## config.mk

```make
export PLATFORM = sky130hd
export DESIGN_NAME = line_option_feeder
export DESIGN_NICKNAME = d
export VERILOG_FILES = /design/src/rtl/nonogram_pkg.sv /design/src/rtl/line_queue.sv /design/src/rtl/line_option_feeder.sv
export SDC_FILE = /design/constraint.sdc
export NUM_CORES = 1
export LEC_CHECK = 0
export ABC_AREA = 1
export CORE_MARGIN = 8
export CORE_UTILIZATION = 60
export DETAILED_ROUTE_END_ITERATION = 8
export PLACE_DENSITY = 0.81
export SYNTH_ARGS = -nofsm -noshare
export SYNTH_HDL_FRONTEND = slang
export SYNTH_SLANG_ARGS = --single-unit
```

## constraint.sdc

```tcl
create_clock -name clk -period 6.52 [get_ports clk]
set_clock_uncertainty 0.1 [all_clocks]
set_input_delay 0.978 -clock clk [delete_from_list [all_inputs] [get_ports clk]]
set_output_delay 0.978 -clock clk [all_outputs]
set_load 0.01 [all_outputs]
```

## src/rtl/nonogram_pkg.sv

```systemverilog
// Shared types and sizing for the nonogram solver: board dimension, line indexing
// and the feeder state encoding.
package nonogram_pkg;

    localparam int SIZE   = 3;
    localparam int LINES  = 2 * SIZE;
    localparam int LIDX_W = $clog2(LINES);
    localparam int QCNT_W = $clog2(LINES + 1);
    localparam int CNT_W  = 7;

    typedef logic [SIZE-1:0]   opt_t;
    typedef logic [LIDX_W-1:0] lidx_t;

    typedef enum logic [2:0] {
        LOAD,
        HDR,
        OPTS,
        WAIT,
        DONE
    } feeder_state_t;

    // LINES need not be a power of two, so pointers wrap explicitly.
    function automatic lidx_t lidx_inc(input lidx_t i);
        return (i == lidx_t'(LINES - 1)) ? '0 : i + 1'b1;
    endfunction

endpackage

```

## src/rtl/line_queue.sv

```systemverilog
// Circular work-queue of line indices, depth LINES. A bulk init loads every line
// whose mask bit is set, in ascending index order.
module line_queue
    import nonogram_pkg::*;
(
    input  logic              clk,
    input  logic              rst,
    input  logic              init_i,
    input  logic [LINES-1:0]  init_mask_i,
    input  logic              push_i,
    input  lidx_t             push_idx_i,
    input  logic              pop_i,
    output lidx_t             head_o,
    output logic              empty_o,
    output logic [QCNT_W-1:0] count_o
);

    lidx_t             mem_q [LINES];
    lidx_t             head_q;
    lidx_t             tail_q;
    logic [QCNT_W-1:0] count_q;

    lidx_t             init_mem [LINES];
    logic [QCNT_W-1:0] init_n;

    always_comb begin
        init_n = '0;
        for (int i = 0; i < LINES; i++) init_mem[i] = '0;
        for (int i = 0; i < LINES; i++) begin
            if (init_mask_i[i]) begin
                init_mem[init_n] = lidx_t'(i);
                init_n           = init_n + 1'b1;
            end
        end
    end

    always_ff @(posedge clk) begin
        if (init_i) begin
            for (int i = 0; i < LINES; i++) mem_q[i] <= init_mem[i];
        end else if (push_i) begin
            mem_q[tail_q] <= push_idx_i;
        end
    end

    always_ff @(posedge clk) begin
        if (rst) begin
            head_q  <= '0;
            tail_q  <= '0;
            count_q <= '0;
        end else if (init_i) begin
            head_q  <= '0;
            tail_q  <= (init_n == QCNT_W'(LINES)) ? '0 : lidx_t'(init_n);
            count_q <= init_n;
        end else begin
            if (push_i) tail_q <= lidx_inc(tail_q);
            if (pop_i)  head_q <= lidx_inc(head_q);
            case ({push_i, pop_i})
                2'b10:   count_q <= count_q + 1'b1;
                2'b01:   count_q <= count_q - 1'b1;
                default: count_q <= count_q;
            endcase
        end
    end

    assign head_o  = mem_q[head_q];
    assign empty_o = (count_q == '0);
    assign count_o = count_q;

endmodule

```

## src/rtl/line_option_feeder.sv

```systemverilog
// Upstream stage of the nonogram solver: stores candidate options per line and streams
// queued lines (header word, then options) to the solver, re-queueing on put-back.
module line_option_feeder
    import nonogram_pkg::*;
#(
    parameter int MAX_OPTS = 8,
    parameter int FB_LAT   = 1
) (
    input  logic                        clk,
    input  logic                        rst,
    input  logic                        load_valid,
    input  lidx_t                       load_line,
    input  opt_t                        load_opt,
    input  logic                        load_done,
    output logic                        started,
    output opt_t                        option,
    output logic                        valid_op,
    output logic [LINES-1:0][CNT_W-1:0] old_options_amnt,
    input  logic                        put_back_to_FIFO,
    input  logic                        solved,
    output logic                        done,
    output logic                        stuck,
    output logic                        load_err,
    output feeder_state_t               state_dbg
);

    localparam int OIDX_W = (MAX_OPTS > 1) ? $clog2(MAX_OPTS) : 1;
    localparam int WAIT_W = (FB_LAT > 1) ? $clog2(FB_LAT) : 1;
    localparam logic [CNT_W-1:0]  MAX_CNT   = CNT_W'(MAX_OPTS);
    localparam logic [WAIT_W-1:0] LAST_WAIT = WAIT_W'(FB_LAT - 1);
    localparam lidx_t             LAST_LINE = lidx_t'(LINES - 1);

    feeder_state_t               state_q, state_d;
    lidx_t                       cur_q, cur_d;
    logic [CNT_W-1:0]            idx_q, idx_d;
    logic [WAIT_W-1:0]           wait_q, wait_d;
    logic [LINES-1:0][CNT_W-1:0] cnt_q, cnt_d;
    logic                        stuck_q, stuck_d;
    logic                        err_q, err_d;
    logic [QCNT_W-1:0]           pass_len_q, pass_len_d;
    logic [QCNT_W-1:0]           pass_left_q, pass_left_d;
    logic [QCNT_W-1:0]           run_q, run_d;

    opt_t mem_q [LINES][MAX_OPTS];

    logic              line_ok, load_acc, load_rej;
    lidx_t             wr_line;
    logic              q_init, q_push, q_pop, q_empty;
    logic [LINES-1:0]  q_mask;
    lidx_t             q_head;
    logic [QCNT_W-1:0] q_count;

    // Out-of-range indices are redirected to line 0 only to keep the lookup in bounds;
    // such writes are rejected anyway.
    assign line_ok  = (load_line <= LAST_LINE);
    assign wr_line  = line_ok ? load_line : '0;
    assign load_acc = (state_q == LOAD) && load_valid && line_ok && (cnt_q[wr_line] != MAX_CNT);
    assign load_rej = (state_q == LOAD) && load_valid && !load_acc;

    always_ff @(posedge clk) begin
        if (load_acc) mem_q[wr_line][cnt_q[wr_line][OIDX_W-1:0]] <= load_opt;
    end

    line_queue u_queue (
        .clk         (clk),
        .rst         (rst),
        .init_i      (q_init),
        .init_mask_i (q_mask),
        .push_i      (q_push),
        .push_idx_i  (cur_q),
        .pop_i       (q_pop),
        .head_o      (q_head),
        .empty_o     (q_empty),
        .count_o     (q_count)
    );

    always_comb begin
        state_d     = state_q;
        cur_d       = cur_q;
        idx_d       = idx_q;
        wait_d      = wait_q;
        cnt_d       = cnt_q;
        stuck_d     = stuck_q;
        err_d       = err_q;
        pass_len_d  = pass_len_q;
        pass_left_d = pass_left_q;
        run_d       = run_q;
        q_init      = 1'b0;
        q_mask      = '0;
        q_push      = 1'b0;
        q_pop       = 1'b0;
        option      = '0;
        valid_op    = 1'b0;
        started     = 1'b0;
        done        = 1'b0;

        case (state_q)
            LOAD: begin
                if (load_acc) cnt_d[wr_line] = cnt_q[wr_line] + 1'b1;
                if (load_rej) err_d = 1'b1;
                if (load_done) begin
                    for (int i = 0; i < LINES; i++) q_mask[i] = (cnt_d[i] != '0);
                    q_init      = 1'b1;
                    pass_left_d = '0;
                    run_d       = '0;
                    state_d     = (|q_mask) ? HDR : DONE;
                end
            end
            HDR: begin
                started  = 1'b1;
                valid_op = 1'b1;
                option   = opt_t'(q_head);
                q_pop    = 1'b1;
                cur_d    = q_head;
                idx_d    = '0;
                // A pass spans exactly the lines queued when its first header is popped.
                if (pass_left_q == '0) begin
                    pass_len_d  = q_count;
                    pass_left_d = q_count - 1'b1;
                end else begin
                    pass_left_d = pass_left_q - 1'b1;
                end
                state_d = solved ? DONE : OPTS;
            end
            OPTS: begin
                started  = 1'b1;
                valid_op = 1'b1;
                option   = mem_q[cur_q][idx_q[OIDX_W-1:0]];
                if (idx_q == cnt_q[cur_q] - 1'b1) begin
                    state_d = WAIT;
                    wait_d  = '0;
                end else begin
                    idx_d = idx_q + 1'b1;
                end
                if (solved) state_d = DONE;
            end
            WAIT: begin
                started = 1'b1;
                if (solved) begin
                    state_d = DONE;
                end else if (wait_q == LAST_WAIT) begin
                    if (put_back_to_FIFO) begin
                        run_d = run_q + 1'b1;
                        if (run_d >= pass_len_q) begin
                            stuck_d = 1'b1;
                            state_d = DONE;
                        end else begin
                            q_push  = 1'b1;
                            state_d = HDR;
                        end
                    end else begin
                        run_d   = '0;
                        state_d = q_empty ? DONE : HDR;
                    end
                end else begin
                    wait_d = wait_q + 1'b1;
                end
            end
            DONE: begin
                done = 1'b1;
            end
            default: state_d = LOAD;
        endcase
    end

    always_ff @(posedge clk) begin
        if (rst) begin
            state_q     <= LOAD;
            cur_q       <= '0;
            idx_q       <= '0;
            wait_q      <= '0;
            cnt_q       <= '0;
            stuck_q     <= 1'b0;
            err_q       <= 1'b0;
            pass_len_q  <= '0;
            pass_left_q <= '0;
            run_q       <= '0;
        end else begin
            state_q     <= state_d;
            cur_q       <= cur_d;
            idx_q       <= idx_d;
            wait_q      <= wait_d;
            cnt_q       <= cnt_d;
            stuck_q     <= stuck_d;
            err_q       <= err_d;
            pass_len_q  <= pass_len_d;
            pass_left_q <= pass_left_d;
            run_q       <= run_d;
        end
    end

    assign old_options_amnt = cnt_q;
    assign stuck            = stuck_q;
    assign load_err         = err_q;
    assign state_dbg        = state_q;

endmodule

```

==> run metrics, run 1 <==
# diodes=0; result of the run=finished, final reports clean; detailed-route DRC error count=0; Crit-path slowest cell=clkdlybuf4s50_1; f_max=0.1662 GHz; maxcap violations=0; synth warn=0; final setup vio count=0; Routed Antenna Nets=0; CORE AREA=21020 sq um; vias in the first global route=10620; Synth Flop Type=edfxtp_1; critical path endpoint=u_queue.count_o[1]$_SDFFE_PP0P_; Slew @ Worst Pin=881.9 ps; PD cells=368.2 nW/um^2; Vias=11340; post-CTS resize count=0; num rows=53; drt pass-1 iters=7; antenna violations before repair=0; slack of the worst reg-to-reg path=1040 ps; CTS sink count=249; Post-DP HPWL=24830 microns; Worst Hold Class=reg2reg; Fin. Hold Viols=0; Worst Path Max Fanout=26; number of synthesized flops with an enable pin=168; GR Util All Layers=0.2644; Worst setup EP type=flop; global route overflow=0; WP data required=6850 ps; Arrival @ worst endpoint=6340 ps; number of I/O port buffers=64; per-cell routed wire length=18.45 microns; Syn Inst Count=1554; leakage power=5.785 nW; crit path from=load_line[0]; Clock Path Buffers=3; die width=162.3 microns; post-route cell area=14660 sq um; Setup Fix Bufs, Post-CTS=0; RSZ-0062 raised after global routing=no; Post-DP Area=13750 sq um; Final min period=6016 ps; placer congestion estimate=1.014; FF-to-FF path depth=29; TritonCTS clock tree=built; Fin Hold WS=352.9 ps; DRT iter0 DRCs=1158; detailed-route wire length=35230 microns; cell mode on critical path=nand2_1; top cells by area, synth=edfxtp_1 39%, dfxtp_1 13%, nand2_1 9.0%; Slew Viols, Final=0; Final TNS setup=0 ps; Initial Util=0.6107; area grow syn2layout=14.23%; pin count of the biggest net entering global routing=63; Tcrit/Tclk final=0.9227; kind of critical path=in2reg; layout cells sized above 1=0.08073; Worst path max stage delay=600 ps; root buf cell=clkbuf_16; H-tree levels=1; Max-slew headroom=0.4075; mapped cell area=12840 sq um; Die Footprint=26330 sq um; #FFs+latches synth=249; syn avg cell area=8.261 sq um; Clk Latency, worst-skew pair=530 ps; Startpoint Class=primary input; Post-Syn Nets=1583; Clock transition at path regs=60 ps; Synth top area share=0.3930; sequential area share after synthesis=0.5193; first-pass GRT wire length=55700 microns; die height=162.3 microns; Post-synth ARST share=0; Nets=1644; area leader, netlist=edfxtp_1; Via density=5.935; cts hold-fix bufs=0; VDD IR-drop max=0.2616 mV; cts bufs inserted=26; FF-to-FF End=u_queue.count_o[1]$_SDFFE_PP0P_; IO Pins=65; worst r2r src=state_dbg[0]$_SDFFE_PP0P_; post-synth cell types=49; total power draw=5.399 mW
## state kept, by name (all words and copies together) (netlist names), named ones only
register / count
u_queue.tail_q: 3
stuck: 1
u_queue.head_q: 3
cur_q: 3
pass_left_q: 3
load_err: 1
run_q: 3
idx_q: 7
old_options_amnt: 42
u_queue.mem_q: 24
pass_len_q: 3
mem_q: 144
state_dbg: 3
u_queue.count_o: 3
## cells in the final DEF (no fill, tap or decap), types with 23 or more instances in the layout
master | netlist | layout
a21oi_1 | 60 | 60
buf_4 | 4 | 26
clkbuf_16 | 0 | 28
clkdlybuf4s50_1 | 0 | 63
dfxtp_1 | 81 | 81
edfxtp_1 | 168 | 168
inv_1 | 151 | 151
nand2_1 | 307 | 307
nand3_1 | 102 | 102
nor2_1 | 252 | 252
o21ai_0 | 152 | 152
o22ai_1 | 23 | 23
## final cells by class
| class | instances | area (sq um) |
|---|---|---|
| repair buffers | 90 | 830.8 |
| fillers | 1624 | 6357 |
| clock buffers | 32 | 735.7 |
| flip-flops and latches | 249 | 6666 |
| well taps | 275 | 344.1 |
| clock inverters | 16 | 181.4 |
| multi-input cells | 1085 | 5294 |
| inverters | 163 | 611.8 |
## report_power, final
part           leakage [nW]  internal, mW  switching [mW]
Clock                 0.433         0.927           0.629
Combinational          3.16         0.628            1.28
Sequential             2.19          1.83           0.113
## metrics by stage
stage	worst slack, ps	cells	utilization
detailed placement	67.18	1862	0.6539
floorplan	917.5	1554	-
finish	504.3	1910	0.6976
global route	46.52	1910	0.6976
CTS	596.1	1910	0.6976
global placement	254.9	1862	0.6539
## synth_stat cells, types with 2 or more instances
| cell | number |
|---|---|
| a31oi_1 | 6 |
| xor2_1 | 10 |
| o2111ai_1 | 2 |
| nor2_4 | 4 |
| a221oi_1 | 2 |
| nand2_1 | 307 |
| inv_2 | 8 |
| o22ai_1 | 23 |
| clkbuf_1 | 41 |
| mux2i_1 | 5 |
| xnor2_1 | 5 |
| nor3b_1 | 3 |
| nand3_2 | 5 |
| clkinv_1 | 4 |
| buf_2 | 5 |
| o221ai_1 | 7 |
| buf_4 | 4 |
| inv_1 | 151 |
| ha_1 | 17 |
| dfxtp_1 | 81 |
| buf_6 | 4 |
| buf_1 | 3 |
| o211ai_1 | 14 |
| o21ai_0 | 152 |
| nand4_1 | 22 |
| nand3_4 | 3 |
| edfxtp_1 | 168 |
| nor2_1 | 252 |
| nand3_1 | 102 |
| nor2_2 | 14 |
| nor3_1 | 13 |
| a21oi_1 | 60 |
| nand2_2 | 18 |
| o21ai_1 | 17 |
| o21a_1 | 4 |
| nand2_4 | 3 |
| and2_1 | 3 |
## kinds of logic after synthesis
kind of cell	share of synthesized area
compound gates	0.1259
fa+ha+maj	0.01657
flops	0.5193
xor+xnor	0.01023
simple gates	0.2558
buf+inv	0.06832
mux	0.003899
## layer usage
layer | vias to the layer above | track usage | share of wire
met5 | - | 0 | 0
met4 | 0 | 0.1254 | 0.046
met3 | 117 | 0.04530 | 0.095
met2 | 618 | 0.4252 | 0.46
met1 | 5254 | 0.3422 | 0.40
li1 | 5347 | - | -
## worst max-delay path, delay by kind of cell
| family | cells | cell delay [ps] |
|---|---|---|
| buf+inv | 7 | 1250 |
| simple gates | 20 | 2570 |
| fa+ha+maj | 4 | 1200 |
| compound gates | 2 | 320 |
## worst min path at each step
stage / start / endpoint / slack (ps) / cells past startpoint
after floorplan: pass_len_q[2]$_SDFFE_PP0P_ / pass_len_q[2]$_SDFFE_PP0P_ / 340 / 2
after global placement: stuck$_SDFFE_PP0P_ / stuck$_SDFFE_PP0P_ / 340 / 2
after detailed placement: stuck$_SDFFE_PP0P_ / stuck$_SDFFE_PP0P_ / 340 / 2
after CTS: stuck$_SDFFE_PP0P_ / stuck$_SDFFE_PP0P_ / 350 / 2
after global routing: stuck$_SDFFE_PP0P_ / stuck$_SDFFE_PP0P_ / 380 / 2
final: stuck$_SDFFE_PP0P_ / stuck$_SDFFE_PP0P_ / 350 / 2
Note: power is estimated with default switching activity, not from simulation.
==> run 2: changes to the inputs <==
- ABC_AREA: 1 -> not set
- CORE_UTILIZATION: 60 -> 55
- PLACE_DENSITY: 0.81 -> 0.78
- clock period: 6.52 -> 4.9 ns (I/O delays scaled with it)
==> run metrics, run 2 <==
Fin Hold WS=364.0 ps (+11.15 ps); delay-heaviest family, CP=simple AND/OR/NAND/NOR gates; adder-cell share of the synthesized area=0.01671 (+0.0001401); Nets=1324 (-19%); number of synthesized flops with an enable pin=168 (unchanged); fill cell count=1518 (-6.5%); result of the run=finished, violations left; area leader, netlist=edfxtp_1; Post-synth ARST share=0 (unchanged); per-cell routed wire length=22.50 microns (+22%); Final min period=4958 ps; failing checks=negative setup slack; VDD IR-drop max=0.3845 mV (+47%); num rows=55 (+3.8%); most frequent cells in the layout=168 x edfxtp_1, 166 x buf_4, 160 x nor2_1; Arrival @ worst endpoint=5140 ps (-1200 ps); Worst path max stage delay=570 ps (-30 ps); post-synthesis mux area share=0.1528 (+0.1489); leakage power=5.832 nW (+0.82%); TritonCTS clock tree=built; Initial Util=0.5606 (-0.05013); top cells by area, synth=edfxtp_1 40%, dfxtp_1 13%, mux4_2 8.8%; die height=168.1 microns (+3.6%); IO Pins=65 (unchanged); #FFs+latches synth=249 (unchanged); post-synth cell types=95 (+94%); Reg area=6668 sq um (about the same); global route overflow=0 (unchanged); Tcrit/Tclk final=1.012; Synth Area in Compound Gates=0.1077 (-0.01820); Post-Syn Nets=1114 (-30%); final setup vio count=2 (+2); number of flip-flops in the largest register=144 (unchanged); Die Footprint=28270 sq um (+7.4%); Crit-path slowest cell=or4_4; DRT iter0 DRCs=1095 (-5.4%); Routed Antenna Nets=0 (unchanged); multi-input logic area=6036 sq um (+14%); cts bufs inserted=27 (+3.8%); GR Util All Layers=0.2495 (-0.01490); syn avg cell area=11.73 sq um (+42%); # diodes=0 (unchanged); vias in the first global route=9919 (-6.6%); Slew @ Worst Pin=973.7 ps (+91.78 ps); detailed-route wire length=36030 microns (+2.3%); Syn Inst Count=1085 (-30%); Clk Latency, worst-skew pair=550 ps (+20 ps); detailed-route DRC error count=0 (unchanged); final std cells w/o fill=1601 (-16%); Slew Viols, Final=0 (unchanged); Max-slew headroom=0.3500 (-0.05755); total power draw=6.724 mW (+25%); Worst Path Max Fanout=8 (-69%); H-tree levels=1 (unchanged); PD cells=419.0 nW/um^2 (+14%); CTS sink count=249 (unchanged); Post-Synth XOR/XNOR Area=0.02693 (+0.01670); first-pass GRT wire length=55770 microns (+0.14%); worst setup margin=-57.70 ps (-562.0 ps); Startpoint Class=primary input; most flop-heavy register=mem_q; synth warn=0 (unchanged); most common cell after layout, fill and taps aside=edfxtp_1; Clock Path Buffers=3 (unchanged); kind of critical path=in2reg; pin count of the biggest net entering global routing=74 (+17%); Core Util, Final=0.7068 (+0.009199); Synth Flop Type=edfxtp_1; die width=168.1 microns (+3.6%); layout cells sized above 1=0.2774 (+0.1966); Via density=6.251 (+5.3%); RSZ-0062 raised after global routing=yes; Post-Synth Simple-Gate Area=0.1437 (-0.1121); Final TNS setup=-81.28 ps (-81.28 ps); Post-DP HPWL=25330 microns (+2.0%); largest family of logic cells by synthesized area=multiplexers; placer congestion estimate=0.9500 (-6.3%); Clock transition at path regs=60 ps (about the same); maxcap violations=0 (unchanged); antenna violations before repair=0 (unchanged); root buf cell=clkbuf_16; Bufs and invs on worst path=5 (-2); Worst setup EP type=flop; Synth top area share=0.3963 (+0.003322); placed insts=1541 (-17%); synth cell count leaders=168 x edfxtp_1, 163 x nor2_1, 82 x nand2_1; number of I/O port buffers=64 (unchanged); drt pass-1 iters=6 (-1); area grow syn2layout=26.09%; Worst Hold Class=reg2reg; CORE AREA=22710 sq um (+8.0%); f_max=0.2017 GHz; WP data required=5080 ps (-1770 ps); Fin. Hold Viols=0 (unchanged); Vias=10010 (-12%); most frequent cell after synthesis=edfxtp_1; mapped cell area=12730 sq um (-0.84%); sequential area share after synthesis=0.5237 (+0.004390); CP cell instances=buf_6 -> buf_6 -> or4b_4 -> o211ai_1 -> nor2_2 -> inv_2 -> ha_4 -> nor2b_4 -> nand4_1 -> mux2i_2 -> o21bai_4 -> o311ai_4 -> inv_2 -> ha_4 -> inv_6 -> or4_4 -> xnor2_4 -> or4_4 -> a31oi_4 -> nand3b_1 -> a31o_1
==> run 2: cell types whose count changed after synthesis, sizes merged, moves of 27 or more <==
cell | previous run | this run
mux2i | 5 | 62
nand2 | 328 | 83
nor3 | 13 | 40
nor2 | 271 | 164
nand3 | 110 | 33
o21ai | 170 | 31
inv | 159 | 21
mux4 | 0 | 50
==> run 2: through the flow <==
step / worst slack (ps) / cell area (sq um)
floorplan: -764.2 / 12920
global placement: -1074 / 14910
detailed placement: -1222 / 14910
CTS: -32.35 / 15910
global route: -208.4 / 16050
finish: -57.70 / 16050
==> run 2: layout make-up <==
class                           count  share of cell area
Sequential cell                   249              0.4154
Multi-Input combinational cell    753              0.3761
Timing Repair Buffer              241              0.1270
Clock buffer                       42             0.04849
Tap cell                          285             0.02222
Inverter                           23            0.006314
Clock inverter                      8            0.004521
==> run 2: worst paths after layout <==
| path | start | to | slack [ps] | cells past startpoint |
|---|---|---|---|---|
| worst min-delay path | pass_len_q[1]$_SDFFE_PP0P_ | pass_len_q[1]$_SDFFE_PP0P_ | 360 | 2 |
| worst min register to register | pass_len_q[1]$_SDFFE_PP0P_ | pass_len_q[1]$_SDFFE_PP0P_ | 360 | 2 |
| worst max-delay path | load_line[1] | u_queue.mem_q[0][1]$_DFFE_PP_ | -60 | 21 |
| worst max register to register | old_options_amnt[0]$_SDFFE_PP0P_ | u_queue.mem_q[0][1]$_DFFE_PP_ | 20 | 19 |
==> run 2: timing repair <==
item,4_1_cts,5_1_grt
setup buffers,6,4
hold buffers,0,0
endpoints found under the hold margin,0,0
gates cloned,1,0
setup endpoints to repair,28,25
pin swaps,19,23
gates resized for setup,32,25
==> run 2: where the power goes <==
group	internal, mW	total, mW	switching (mW)	leakage [nW]
Combinational	1.02	2.23	1.21	3.23
Sequential	2.38	2.55	0.164	2.18
Clock	1.11	1.94	0.836	0.421
Total	4.51	6.72	2.21	5.83
==> run 2: worst reg2reg max path, stage by stage, from the launching register on <==
cell and delay [ps]:
dfxtp_1 370, or4b_4 470, o211ai_1 140, nor2_2 120, inv_2 100, ha_4 140, nor2b_4 150, nand4_1 90
mux2i_2 220, o21bai_4 140, o311ai_4 310, inv_2 100, ha_4 300, inv_6 30, or4_4 570, xnor2_4 170
or4_4 530, a31oi_4 210, nand3b_1 150, a31o_1 210
==> run 2: per-layer routing <==
layer	GRT usage	wire (microns)
met3	0.04116	3318
met5	0	0
met1	0.3255	14340
met2	0.3993	16590
met4	0.1242	1782
==> run 2: cells by family (layout without fill, tap and decap cells) <==
group,count (synthesis),in the layout
simple gates,392,392
fa+ha+maj,17,17
mux,129,129
compound gates,184,184
flops,249,249
xor+xnor,31,31
buf+inv,83,314
